[config.mk]
export PLATFORM = sky130hd
export DESIGN_NAME = core_if_ras
export DESIGN_NICKNAME = d
export VERILOG_FILES = /design/src/rtl/core_if_ras.sv
export SDC_FILE = /design/constraint.sdc
export NUM_CORES = 1
export LEC_CHECK = 0
export CAP_MARGIN = 20
export CORE_ASPECT_RATIO = 0.8
export CORE_MARGIN = 5
export CORE_UTILIZATION = 60
export DETAILED_ROUTE_END_ITERATION = 8
export MAX_ROUTING_LAYER = met4
export PLACE_DENSITY = 0.78
export SYNTH_ARGS = -nofsm -noshare
export SYNTH_HDL_FRONTEND = slang
export SYNTH_SLANG_ARGS = --single-unit
export TNS_END_PERCENT = 5
[constraint.sdc]
create_clock -name clk -period 5.1 [get_ports clk]
set_input_delay 1.02 -clock clk [delete_from_list [all_inputs] [get_ports clk]]
set_output_delay 1.02 -clock clk [all_outputs]
set_load 0.005 [all_outputs]
[src/rtl/core_if_ras.sv]
// Return address stack for the IF stage: speculative push/pop from BTB predictions,
// with decode-issued one-cycle-late recovery applied ahead of the speculative op.
module core_if_ras #(
  parameter int DEPTH = 8,
  parameter int PTR_W = 3
) (
  input  logic              clk,
  input  logic              rst,
  input  logic              stall,
  input  logic              flush,
  input  logic              push,
  input  logic [31:0]       push_addr,
  input  logic              pop,
  input  logic              recover_push,
  input  logic [31:0]       recover_push_addr,
  input  logic              recover_pop,
  output logic [31:0]       top_addr,
  output logic              empty,
  output logic              full,
  output logic [PTR_W:0]    count
);

  localparam int DATA_W = 32;
  localparam logic [PTR_W:0]   CNT_MAX = (PTR_W+1)'(DEPTH);
  localparam logic [PTR_W:0]   CNT_ONE = (PTR_W+1)'(1);
  localparam logic [PTR_W:0]   CNT_ZERO = '0;
  localparam logic [PTR_W-1:0] PTR_ONE = PTR_W'(1);

  logic [DATA_W-1:0] r_mem [DEPTH];
  logic [PTR_W-1:0]  r_ptr;
  logic [PTR_W:0]    r_count;

  logic              w_sp_push;
  logic              w_sp_pop;
  logic              w_rp;
  logic              w_rq;
  logic              w_cancel;
  logic              w_wa_en;
  logic [PTR_W-1:0]  w_wa_idx;
  logic [DATA_W-1:0] w_wa_data;
  logic              w_wb_en;
  logic [PTR_W-1:0]  w_wb_idx;
  logic [DATA_W-1:0] w_wb_data;
  logic [PTR_W-1:0]  w_ptr_mid;
  logic [PTR_W:0]    w_cnt_mid;
  logic [PTR_W-1:0]  w_ptr_nxt;
  logic [PTR_W:0]    w_cnt_nxt;
  logic [PTR_W-1:0]  w_top_idx;

  function automatic logic [PTR_W:0] sat_inc(input logic [PTR_W:0] c);
    return (c == CNT_MAX) ? CNT_MAX : c + CNT_ONE;
  endfunction

  function automatic logic [PTR_W:0] sat_dec(input logic [PTR_W:0] c);
    return (c == CNT_ZERO) ? CNT_ZERO : c - CNT_ONE;
  endfunction

  // Operand qualification: push beats pop, recover_pop beats recover_push, flush kills speculation
  always_comb begin
    w_sp_push = push & ~flush;
    w_sp_pop  = pop & ~push & ~flush;
    w_rp      = recover_pop;
    w_rq      = recover_push & ~recover_pop;
    // A restore followed by a pop of the same entry nets to nothing, even at full
    w_cancel  = w_rq & w_sp_pop;
  end

  // Stage boundary: recovery (older instruction) applied to the registered state
  always_comb begin
    w_wa_en   = 1'b0;
    w_wa_idx  = r_ptr;
    w_wa_data = recover_push_addr;
    w_ptr_mid = r_ptr;
    w_cnt_mid = r_count;
    if (!w_cancel) begin
      if (w_rq) begin
        w_wa_en   = 1'b1;
        w_ptr_mid = r_ptr + PTR_ONE;
        w_cnt_mid = sat_inc(r_count);
      end else if (w_rp && (r_count != CNT_ZERO)) begin
        w_ptr_mid = r_ptr - PTR_ONE;
        w_cnt_mid = sat_dec(r_count);
      end
    end
  end

  // Stage boundary: speculative op (younger instruction) applied on top of recovery
  always_comb begin
    w_wb_en   = 1'b0;
    w_wb_idx  = w_ptr_mid;
    w_wb_data = push_addr;
    w_ptr_nxt = w_ptr_mid;
    w_cnt_nxt = w_cnt_mid;
    if (!w_cancel) begin
      if (w_sp_push) begin
        w_wb_en   = 1'b1;
        w_ptr_nxt = w_ptr_mid + PTR_ONE;
        w_cnt_nxt = sat_inc(w_cnt_mid);
      end else if (w_sp_pop && (w_cnt_mid != CNT_ZERO)) begin
        w_ptr_nxt = w_ptr_mid - PTR_ONE;
        w_cnt_nxt = sat_dec(w_cnt_mid);
      end
    end
  end

  // Stage boundary: state register, frozen while IF/ID is stalled
  always_ff @(posedge clk) begin
    if (rst) begin
      r_ptr   <= '0;
      r_count <= '0;
      for (int i = 0; i < DEPTH; i++) r_mem[i] <= '0;
    end else if (!stall) begin
      r_ptr   <= w_ptr_nxt;
      r_count <= w_cnt_nxt;
      if (w_wa_en) r_mem[w_wa_idx] <= w_wa_data;
      if (w_wb_en) r_mem[w_wb_idx] <= w_wb_data;
    end
  end

  assign w_top_idx = r_ptr - PTR_ONE;
  assign top_addr  = (r_count == CNT_ZERO) ? '0 : r_mem[w_top_idx];
  assign empty     = (r_count == CNT_ZERO);
  assign full      = (r_count == CNT_MAX);
  assign count     = r_count;

endmodule

* After elaboration in Yosys (flattened, before gate mapping)
Memory sizes are Yosys's and may differ from the RTL's.
Index checks and enable logic that the tools add are counted.
** Word-level totals
- Register bits after elaboration :: 7
- Latch bits :: 0
- Memory bits (writable) :: 256
- Bits in read-only memories :: 0
- Input bits :: 72
- Output and inout bits :: 38
- Word-level logic and storage cells :: 66
- Memories kept :: 1
** Memories
- r_mem :: depth 8, width 32, read ports 1, clocked after Yosys merged registers in 0, wr ports 8, line 29 : logic [DATA_W-1:0] r_mem [DEPTH];
** Cells by class
- Add/subtract/negate cells :: 8
- Multipliers :: 0
- Divide/modulo/power cells :: 0
- Order comparisons :: 0
- Equal/unequal tests :: 2
- Shift operators :: 0
- Mux-type cells :: 37
- Bitwise operators :: 8
- Reductions and logical operators :: 8
** Operator list (count)
- 32-bit 2-to-1 mux :: 3
- 32-bit OR reduction :: 2
- 4-bit 2-to-1 mux :: 10
- 3-bit 2-to-1 mux :: 8
- 1-bit 2-to-1 mux :: 16
- 4-bit by 1-bit adder with 4-bit output (second input constant) :: 2
- 4-bit equality test (second input constant) :: 2
- 4-bit zero test :: 2
- 4-bit nonzero test :: 2
- 4-bit by 1-bit subtractor with 4-bit output (second input constant) :: 2
- 3-bit by 1-bit adder with 3-bit output (second input constant) :: 2
- 3-bit by 1-bit subtractor with 3-bit output (second input constant) :: 2
- 1-bit bitwise AND :: 5
- 1-bit inverter :: 3
- 1-bit logical AND :: 2

* Logic depth before layout (Yosys ltp)
Gate-level depths: netlist of the first run.
- Word-level depth :: 11
- Mapped depth :: 14
- Gate-level depth less buffers :: 13

* Worst setup path before layout of the first run
OpenSTA, ideal clock, no wires.
- Path kind :: input to register
- Start :: input port push
- End :: memory r_mem[2][0], enable pin
- Library setup time :: 0.390 ns
- Data arrival time :: 3.005 ns
- Required time :: 4.710 ns
- Path slack :: 1.705 ns
- Stages on the path :: 7
- Path buffers :: 1
- Cells stage by stage :: nor3b_4 -> nor2_1 -> a22o_1 -> xnor2_1 -> and2_1 -> buf_2 -> or3_1
** RTL lines
- from (decl) :: line 11 : input logic push,
- to (decl) :: line 29

* Worst setup path after layout of the first run
- Start :: register r_ptr[0]
- End :: output port top_addr[2]
** On the way
- Longest elaborated chain between the ends :: 3
** RTL lines
- from (decl) :: line 30 : logic [PTR_W-1:0] r_ptr;
- from (signal assigned) :: line 113 : r_ptr <= w_ptr_nxt;
- 3-bit by 1-bit subtractor with 3-bit output :: line 120 : assign w_top_idx = r_ptr - PTR_ONE;
- memory read 8 x 32 bit
- 32-bit 2-to-1 mux :: line 121 : assign top_addr = (r_count == CNT_ZERO) ? '0 : r_mem[w_top_idx];
- to (decl) :: line 17 : output logic [31:0] top_addr,
Every way passes these cells.

==> out/results.ini, run 1 <==
[status]
status=finished clean

[pwr]
ir_worst_vdd_mv=0.279
p_leak_nw=5.48
power_density_mw_per_mm2=361
total_power_mw=5.65

[clock_tree]
insertion_delay_ns=0.54
numClockSinks=263
numCtsBuffers=26
htreeDepth=1
cts_tree=done
cts_resized=0
ctsHoldBuffers=0
cts_buffer_depth=3
cts-root-buf=clkbuf_16
postCtsSetupBuffers=0
clkSlewWorstSetupHoldPaths_ns=0.06

[synth]
synth_nets=1073
syn_area_per_cell_sq_um=13.8
synthAdderAreaFrac=0.00732
synth_xor_area_frac=0.00384
yosysWarnings=0
synthArstFlopShare=0
synth_cells=993
dominantRegCellSynth=edfxtp_1
synth_top_family_by_area=compound AO/OA/AOI/OAI gates
synth.cell_area_sq_mm=0.0137
ys_seq_area_frac=0.572
synth.distinct_cells=60
synthMuxAreaShare=0.109
synth_edf_count=256
synthSimpleGateAreaFrac=0.0542
synth-seq-cells=263
synth_compound_area_frac=0.202

[sta]
whs_ns=0.648
slew_violations=0
clock.fmax_ghz=0.221
rsz0062_at_grt=no
relSlewSlack=0.255
post-route-period-util=0.886
tns_ns=0
fin_skew_ns=0.0133
worst_pin_slew_ns=1.12
finalSetupViolations=0
fin_crit_ns=4.52
hold_viol_final=0

[finish]
layout-drive-gt1-share=0.170
mostFrequentLayoutCells=a22o_1, edfxtp_1, clkdlybuf4s50_1, nand2_1, mux4_2
area_growth_pct=14.6
final_common_cell=a22o_1
n_antenna_cell=0
final_nets=1091
post-route-util=0.699

[detailed_routing]
vias_per_cell=7.13
drt_wl_total_um=37100
num_vias=9514
dr.max_layer_used=met4
routedWlPerCell_um=27.8
dr.pass1.iters=5
wl_met2_um=17400
drc=0
met1_length_um=13900
dr.first_iter.drc_count=1398
route.met3.wl_um=4670
ant_nets=0

[critical_path]
worst-path-max-fanout=41
worstPathArrival_ns=3.50
endpoint_kind=output port
rr_startpoint=r_ptr[1]$_SDFFE_PP0N_
r2r_cells=8
crit_family=buffers and inverters
crit_buf_inv=3
cp_slowest_cell=buf_4
worst_r2r_endpoint=r_mem[7][9]$_DFFE_PP_
r2r_slack_ns=1.46
path_cells=buf_4 > buf_4 > mux4_2 > nand2_1 > a21oi_1 > clkdlybuf4s50_1
start_kind=flip-flop
cp_common_cell=buf_4
worstPathRequired_ns=4.08
cp_slowest_stage_delay_ns=0.69
worstSetupPathType=reg2out

[die]
coreArea_sq_mm=0.0224
die_h_um=145
die_area_sq_mm=0.0259
num_rows=49
fp.dieW_um=179
num_io_pins=110
start_util=0.610

[grt]
antenna_found_initial=0
grt_pass1_vias=9680
grt_max_degree=42
grt_first_pass_wirelength_um=57200
track_usage=0.296
grt-ovfl-total=0

[min_path]
hold_path_class=reg2reg
min_to=count[1]$_SDFFE_PP0N_
hold_depth=2
hp-start=count[1]$_SDFFE_PP0N_

[placed_design]
port_buffers=109
dp_hpwl_um=20000
gp_congestion=0.915

[run]
maxCapViolCount=0

[metrics by stage]
| step | setup WS, ns | std cells | instance area, sq um |
|---|---|---|---|
| after floorplan | 1.71 | 993 | 13700 |
| after global placement | 1.01 | 1289 | 14900 |
| after detailed placement | 0.939 | 1289 | 14900 |
| after CTS | 0.536 | 1335 | 15700 |
| after global routing | 0.335 | 1335 | 15700 |
| final | 0.583 | 1335 | 15700 |
[routing by layer]
metal,global-route usage,vias up
met3,0.0746,102
met2,0.441,711
li1,-,4021
met1,0.413,4680
met5,-,-
met4,0.0821,0
[report_power, final]
| group | switching, mW | leakage [nW] | internal (mW) | total, mW |
|---|---|---|---|---|
| Combinational | 0.722 | 2.39 | 0.602 | 1.32 |
| Sequential | 0.0490 | 2.71 | 2.49 | 2.54 |
| Clock | 0.805 | 0.379 | 0.989 | 1.79 |
| Total | 1.58 | 5.48 | 4.08 | 5.65 |
[cell type report]
type	instances	area, sq um
Fill cell	1518	6760
Clock buffer	32	673
Timing Repair Buffer	140	1400
Inverter	11	41.3
Sequential cell	263	7830
Clock inverter	14	110
Tap cell	306	383
Multi-Input combinational cell	569	5240
[sequential cells by signal (all words and copies together) (netlist names)]
register,cells
r_mem,256
count,4
r_ptr,3
[synth_stat cells (3+ instances only)]
library cell,count,share of area
inv_1,8,0.0022
o21ai_1,5,0.0018
a22o_1,257,0.16
edfxtp_1,256,0.56
nand3_1,3,0.0011
buf_1,69,0.019
a221oi_1,4,0.0026
or3_1,10,0.0046
nor3_1,11,0.0040
a211oi_1,3,0.0016
a21oi_1,42,0.015
buf_2,28,0.010
o21ai_0,5,0.0018
mux4_2,64,0.11
and2_1,4,0.0018
ha_1,8,0.0073
nand2_1,76,0.021
nor2_1,25,0.0069
buf_6,6,0.0049
nor2b_1,5,0.0023
dfxtp_1,7,0.010
clkbuf_1,45,0.012
xnor2_1,4,0.0026
mux2_1,3,0.0025
[worst register-to-register path: cells and delay by family (launching register included)]
family / cells / cell delay (ns)
AND/OR/NAND/NOR: 3 / 1.17
flip-flops: 1 / 0.57
buffers and inverters: 2 / 0.43
adder cells (fa/ha/maj): 1 / 0.42
multiplexers: 1 / 0.40
AO/OA/AOI/OAI: 1 / 0.21
[kinds of logic (layout without fill, tap and decap cells)]
kind of cell / count (synthesis) / count (layout)
XOR/XNOR: 6 / 6
AO/OA/AOI/OAI: 336 / 336
adder cells (fa/ha/maj): 8 / 8
AND/OR/NAND/NOR: 150 / 150
flip-flops: 263 / 263
buffers and inverters: 161 / 197
multiplexers: 69 / 69
[worst max-delay path by stage]
stage               slack (ns)             startpoint                      to  depth (start not counted)
finish                    0.58  r_ptr[0]$_SDFFE_PP0N_             top_addr[2]                          6
global route              0.33  r_ptr[0]$_SDFFE_PP0N_             top_addr[2]                          6
CTS                       0.54  r_ptr[0]$_SDFFE_PP0N_             top_addr[2]                          6
detailed placement        0.94                   push  r_mem[7][19]$_DFFE_PP_                          7
global placement          1.01                   push  r_mem[7][19]$_DFFE_PP_                          8
floorplan                 1.71                   push   r_mem[2][0]$_DFFE_PP_                          7
(Power assumes the default switching activity.)
==> run 2, diff against run 1 <==
Settings changed: MAX_ROUTING_LAYER met4 to unset.
==> run 2 against run 1 <==
  * Final area did not move
  * Setup slack better by 0.019 ns
  * Clock-buffer cell count did not move
  * Combinational power about the same
  * Register-to-register slack improved by 0.02 ns
  * Clock power is essentially flat
  * Worst hold slack got worse by 0.0054 ns
  * Final cell count is the same
  * Largest power group unchanged
==> out/results.ini, run 2 (synthesized netlist as in run 1, its figures left out) <==
[status]
status=finished clean

[sta]
worst_pin_slew_ns=1.10
fin_crit_ns=4.50
fin_skew_ns=0.0141
relSlewSlack=0.268
clock.fmax_ghz=0.222
finalSetupViolations=0
post-route-period-util=0.882
slew_violations=0
rsz0062_at_grt=no
hold_viol_final=0
tns_ns=0

[finish]
final_cells=1335
mostFrequentLayoutCells=a22o_1, edfxtp_1, clkdlybuf4s50_1, nand2_1, mux4_2
layout-drive-gt1-share=0.170
top_register=r_mem
fill_cells=1518
largest_reg_flops=256
multi_input_area_sq_mm=0.00524
final_nets=1091
final_common_cell=a22o_1
area_growth_pct=14.6
fin_area_sq_mm=0.0157
seqCellArea_sq_mm=0.00783
n_antenna_cell=0

[detailed_routing]
drt_wl_total_um=37100
vias_per_cell=7.10
num_vias=9483
dr.first_iter.drc_count=1391
drc=0
ant_nets=0
dr.pass1.iters=6
routedWlPerCell_um=27.8

[grt]
grt-ovfl-total=0
antenna_found_initial=0
grt_pass1_vias=9682
grt_max_degree=42
grt_first_pass_wirelength_um=57200
track_usage=0.287

[die]
fp.dieW_um=179
start_util=0.610
die_h_um=145
coreArea_sq_mm=0.0224
die_area_sq_mm=0.0259
num_io_pins=110
num_rows=49

[clock_tree]
htreeDepth=1
cts-root-buf=clkbuf_16
numClockSinks=263
insertion_delay_ns=0.54
cts_resized=0
cts_buffer_depth=3
cts_tree=done
ctsHoldBuffers=0
numCtsBuffers=26
clkSlewWorstSetupHoldPaths_ns=0.06
postCtsSetupBuffers=0

[critical_path]
cp_slowest_stage_delay_ns=0.69
endpoint_kind=output port
worstSetupPathType=reg2out
start_kind=flip-flop
worst-path-max-fanout=41
cp_common_cell=buf_4
path_cells=buf_4 > buf_4 > mux4_2 > nand2_1 > a21oi_1 > clkdlybuf4s50_1
crit_buf_inv=3
cp_slowest_cell=buf_4
crit_family=buffers and inverters
worstPathArrival_ns=3.48
worstPathRequired_ns=4.08

[run]
maxCapViolCount=0

[placed_design]
gp_congestion=0.899
dp_cells=1289
port_buffers=109
dp_hpwl_um=20000
placedInstanceArea_sq_mm=0.0149

[min_path]
hold_path_class=reg2reg

[pwr]
power_density_mw_per_mm2=361
ir_worst_vdd_mv=0.278
p_leak_nw=5.48

==> run 2: worst min-delay path, delay by kind of cell (launching register included) <==
| family | cells | cell delay, ns |
|---|---|---|
| flops | 1 | 0.38 |
| buf+inv | 1 | 0.12 |
| compound gates | 1 | 0.08 |
==> run 2: path summary, 6_finish.rpt <==
path	startpoint	to	slack, ns	depth (start not counted)
max reg2reg	r_ptr[1]$_SDFFE_PP0N_	r_mem[7][9]$_DFFE_PP_	1.48	8
min	count[1]$_SDFFE_PP0N_	count[1]$_SDFFE_PP0N_	0.64	2
max	r_ptr[0]$_SDFFE_PP0N_	top_addr[2]	0.60	6
min reg2reg	count[1]$_SDFFE_PP0N_	count[1]$_SDFFE_PP0N_	0.64	2
==> run 2: final cells by class <==
cell class / count / share of cell area
Clock buffer: 32 / 0.0429
Clock inverter: 14 / 0.00702
Inverter: 11 / 0.00263
Multi-Input combinational cell: 569 / 0.334
Sequential cell: 263 / 0.500
Tap cell: 306 / 0.0244
Timing Repair Buffer: 140 / 0.0892
==> run 2: stage by stage <==
stage / hold slack [ns] / setup WS (ns) / utilization / total power [mW]
after detailed placement: 0.629 / 0.939 / 0.664 / 3.89
after floorplan: 0.555 / 1.71 / - / 3.35
after global routing: 0.681 / 0.335 / 0.699 / 5.87
final: 0.642 / 0.603 / 0.699 / 5.65
after CTS: 0.638 / 0.536 / 0.699 / 5.66
after global placement: 0.634 / 1.01 / 0.664 / 3.87
==> run 2: power breakdown <==
group	switching, mW	internal, mW
clock	0.805	0.989
combinational	0.722	0.602
sequential	0.0487	2.49
total	1.57	4.08
==> run 2: routing by layer <==
layer  track usage  up-vias  part of all wire
li1              -     4028                 -
met3        0.0733       89              0.12
met5             0        -                 0
met1         0.412     4674              0.38
met4        0.0821        0             0.028
met2         0.441      692              0.47
==> run 3, diff against run 2 <==
Clock period 5.1 ns to 5.24 ns, I/O delays scaled along.
==> run 3 against run 2 <==
  * Critical path depth did not move
  * Via count fell by 1.2%
  * Final cell count fell by 0.45%
  * Clock power barely moved
  * Highest routed layer unchanged
  * Routed wire length fell by 4.6%
==> out/results.ini, run 3 (synthesized netlist as in run 1, its figures left out) <==
[critical_path]
path_cells=buf_4 > buf_4 > mux4_2 > nand2_1 > a21oi_1 > clkdlybuf4s50_1
r2r_cells=7
cp-startpoint=r_ptr[0]$_SDFFE_PP0N_
worstSetupPathType=reg2out
cp_slowest_stage_delay_ns=0.73
crit_family=buffers and inverters
worst-path-max-fanout=40
worstPathArrival_ns=3.44
cp_slowest_cell=buf_4
start_kind=flip-flop
cp_common_cell=buf_4
cp.depth=6
worstPathRequired_ns=4.19
rr_startpoint=r_ptr[0]$_SDFFE_PP0N_
worst_r2r_endpoint=r_mem[1][2]$_DFFE_PP_
endpoint_kind=output port
r2r_slack_ns=1.37
worstSetupEndpoint=top_addr[0]
crit_buf_inv=3

[sta]
relSlewSlack=0.303
tns_ns=0
fin_skew_ns=0.0184
hold_viol_final=0
slew_violations=0
worst_pin_slew_ns=1.05
post-route-period-util=0.856
clock.fmax_ghz=0.223
rsz0062_at_grt=no
fin_crit_ns=4.49
finalSetupViolations=0

[clock_tree]
insertion_delay_ns=0.53
numCtsBuffers=26
postCtsSetupBuffers=0
htreeDepth=1
cts-root-buf=clkbuf_16
clkSlewWorstSetupHoldPaths_ns=0.06
cts_buffer_depth=3
cts_tree=done
ctsHoldBuffers=0
cts_resized=0
numClockSinks=263

[finish]
area_growth_pct=14.3
n_antenna_cell=0
largest_reg_flops=256
mostFrequentLayoutCells=a22o_1, edfxtp_1, clkdlybuf4s50_1, nand2_1, mux4_2
post-route-util=0.696
top_register=r_mem
layout-drive-gt1-share=0.168
fin_area_sq_mm=0.0156
final_common_cell=a22o_1
final_nets=1086

[die]
fp.dieW_um=179
die_area_sq_mm=0.0259
start_util=0.610
die_h_um=145
num_rows=49
coreArea_sq_mm=0.0224
num_io_pins=110

[placed_design]
dp_hpwl_um=19600
placedInstanceArea_sq_mm=0.0148
gp_congestion=0.862
port_buffers=109

[detailed_routing]
ant_nets=0
num_vias=9368
vias_per_cell=7.05
drt_wl_total_um=35400
routedWlPerCell_um=26.6
drc=0
dr.first_iter.drc_count=949
dr.pass1.iters=5

[pwr]
ir_worst_vdd_mv=0.331
power_density_mw_per_mm2=354
total_power_mw=5.53
p_leak_nw=5.44

[grt]
grt_pass1_vias=9717
antenna_found_initial=0
grt_max_degree=65
grt_first_pass_wirelength_um=55100
track_usage=0.272
grt-ovfl-total=0

[min_path]
hold_depth=2
hold_path_class=reg2reg

[run]
maxCapViolCount=0

[status]
status=finished clean

run 3: changes by cell type in the layout (fill, tap and decap cells not counted), sizes merged:
cell	previous run	this run
buf	31	26
clkbuf	32	29
clkinvlp	2	5
clkinv	12	10
bufinv	1	2
run 3: metrics by stage:
stage / hold WS, ns / worst slack [ns] / instances
after floorplan: 0.555 / 1.82 / 993
after global placement: 0.613 / 1.21 / 1284
after detailed placement: 0.610 / 1.14 / 1284
after CTS: 0.618 / 0.686 / 1329
after global routing: 0.678 / 0.523 / 1329
final: 0.625 / 0.752 / 1329
run 3: layout make-up:
class / count / area, sq um
clock buffers: 29 / 683
clock inverters: 16 / 140
fillers: 1558 / 6810
inverters: 11 / 41.3
multi-input cells: 569 / 5240
flip-flops and latches: 263 / 7830
well taps: 306 / 383
repair buffers: 135 / 1310
run 3: where the power goes:
group / switching (mW) / leakage, nW / internal, mW
clock network: 0.783 / 0.388 / 1.03
registers: 0.0466 / 2.71 / 2.42
logic: 0.677 / 2.35 / 0.565
total: 1.51 / 5.44 / 4.02
run 3: worst min-delay path by stage:
stage,from,to,slack (ns)
2_1_floorplan,count[1]$_SDFFE_PP0N_,count[1]$_SDFFE_PP0N_,0.56
3_5_place_dp,count[1]$_SDFFE_PP0N_,count[1]$_SDFFE_PP0N_,0.61
4_1_cts,count[1]$_SDFFE_PP0N_,count[1]$_SDFFE_PP0N_,0.62
3_3_place_gp,count[1]$_SDFFE_PP0N_,count[1]$_SDFFE_PP0N_,0.61
5_1_grt,count[1]$_SDFFE_PP0N_,count[1]$_SDFFE_PP0N_,0.68
6_report,count[1]$_SDFFE_PP0N_,count[1]$_SDFFE_PP0N_,0.63
run 3: routing by layer:
| layer | GRT usage | up-vias | share of wire |
|---|---|---|---|
| met3 | 0.0528 | 67 | 0.11 |
| met4 | 0.0763 | 0 | 0.025 |
| met2 | 0.427 | 601 | 0.48 |
| met5 | 0 | - | 0 |
| met1 | 0.393 | 4691 | 0.39 |
| li1 | - | 4009 | - |
run 3: worst min-delay path: cells and delay by family (launching register included):
kind                   cells  cell delay (ns)
AO/OA/AOI/OAI              1             0.08
buffers and inverters      1             0.11
flip-flops                 1             0.37
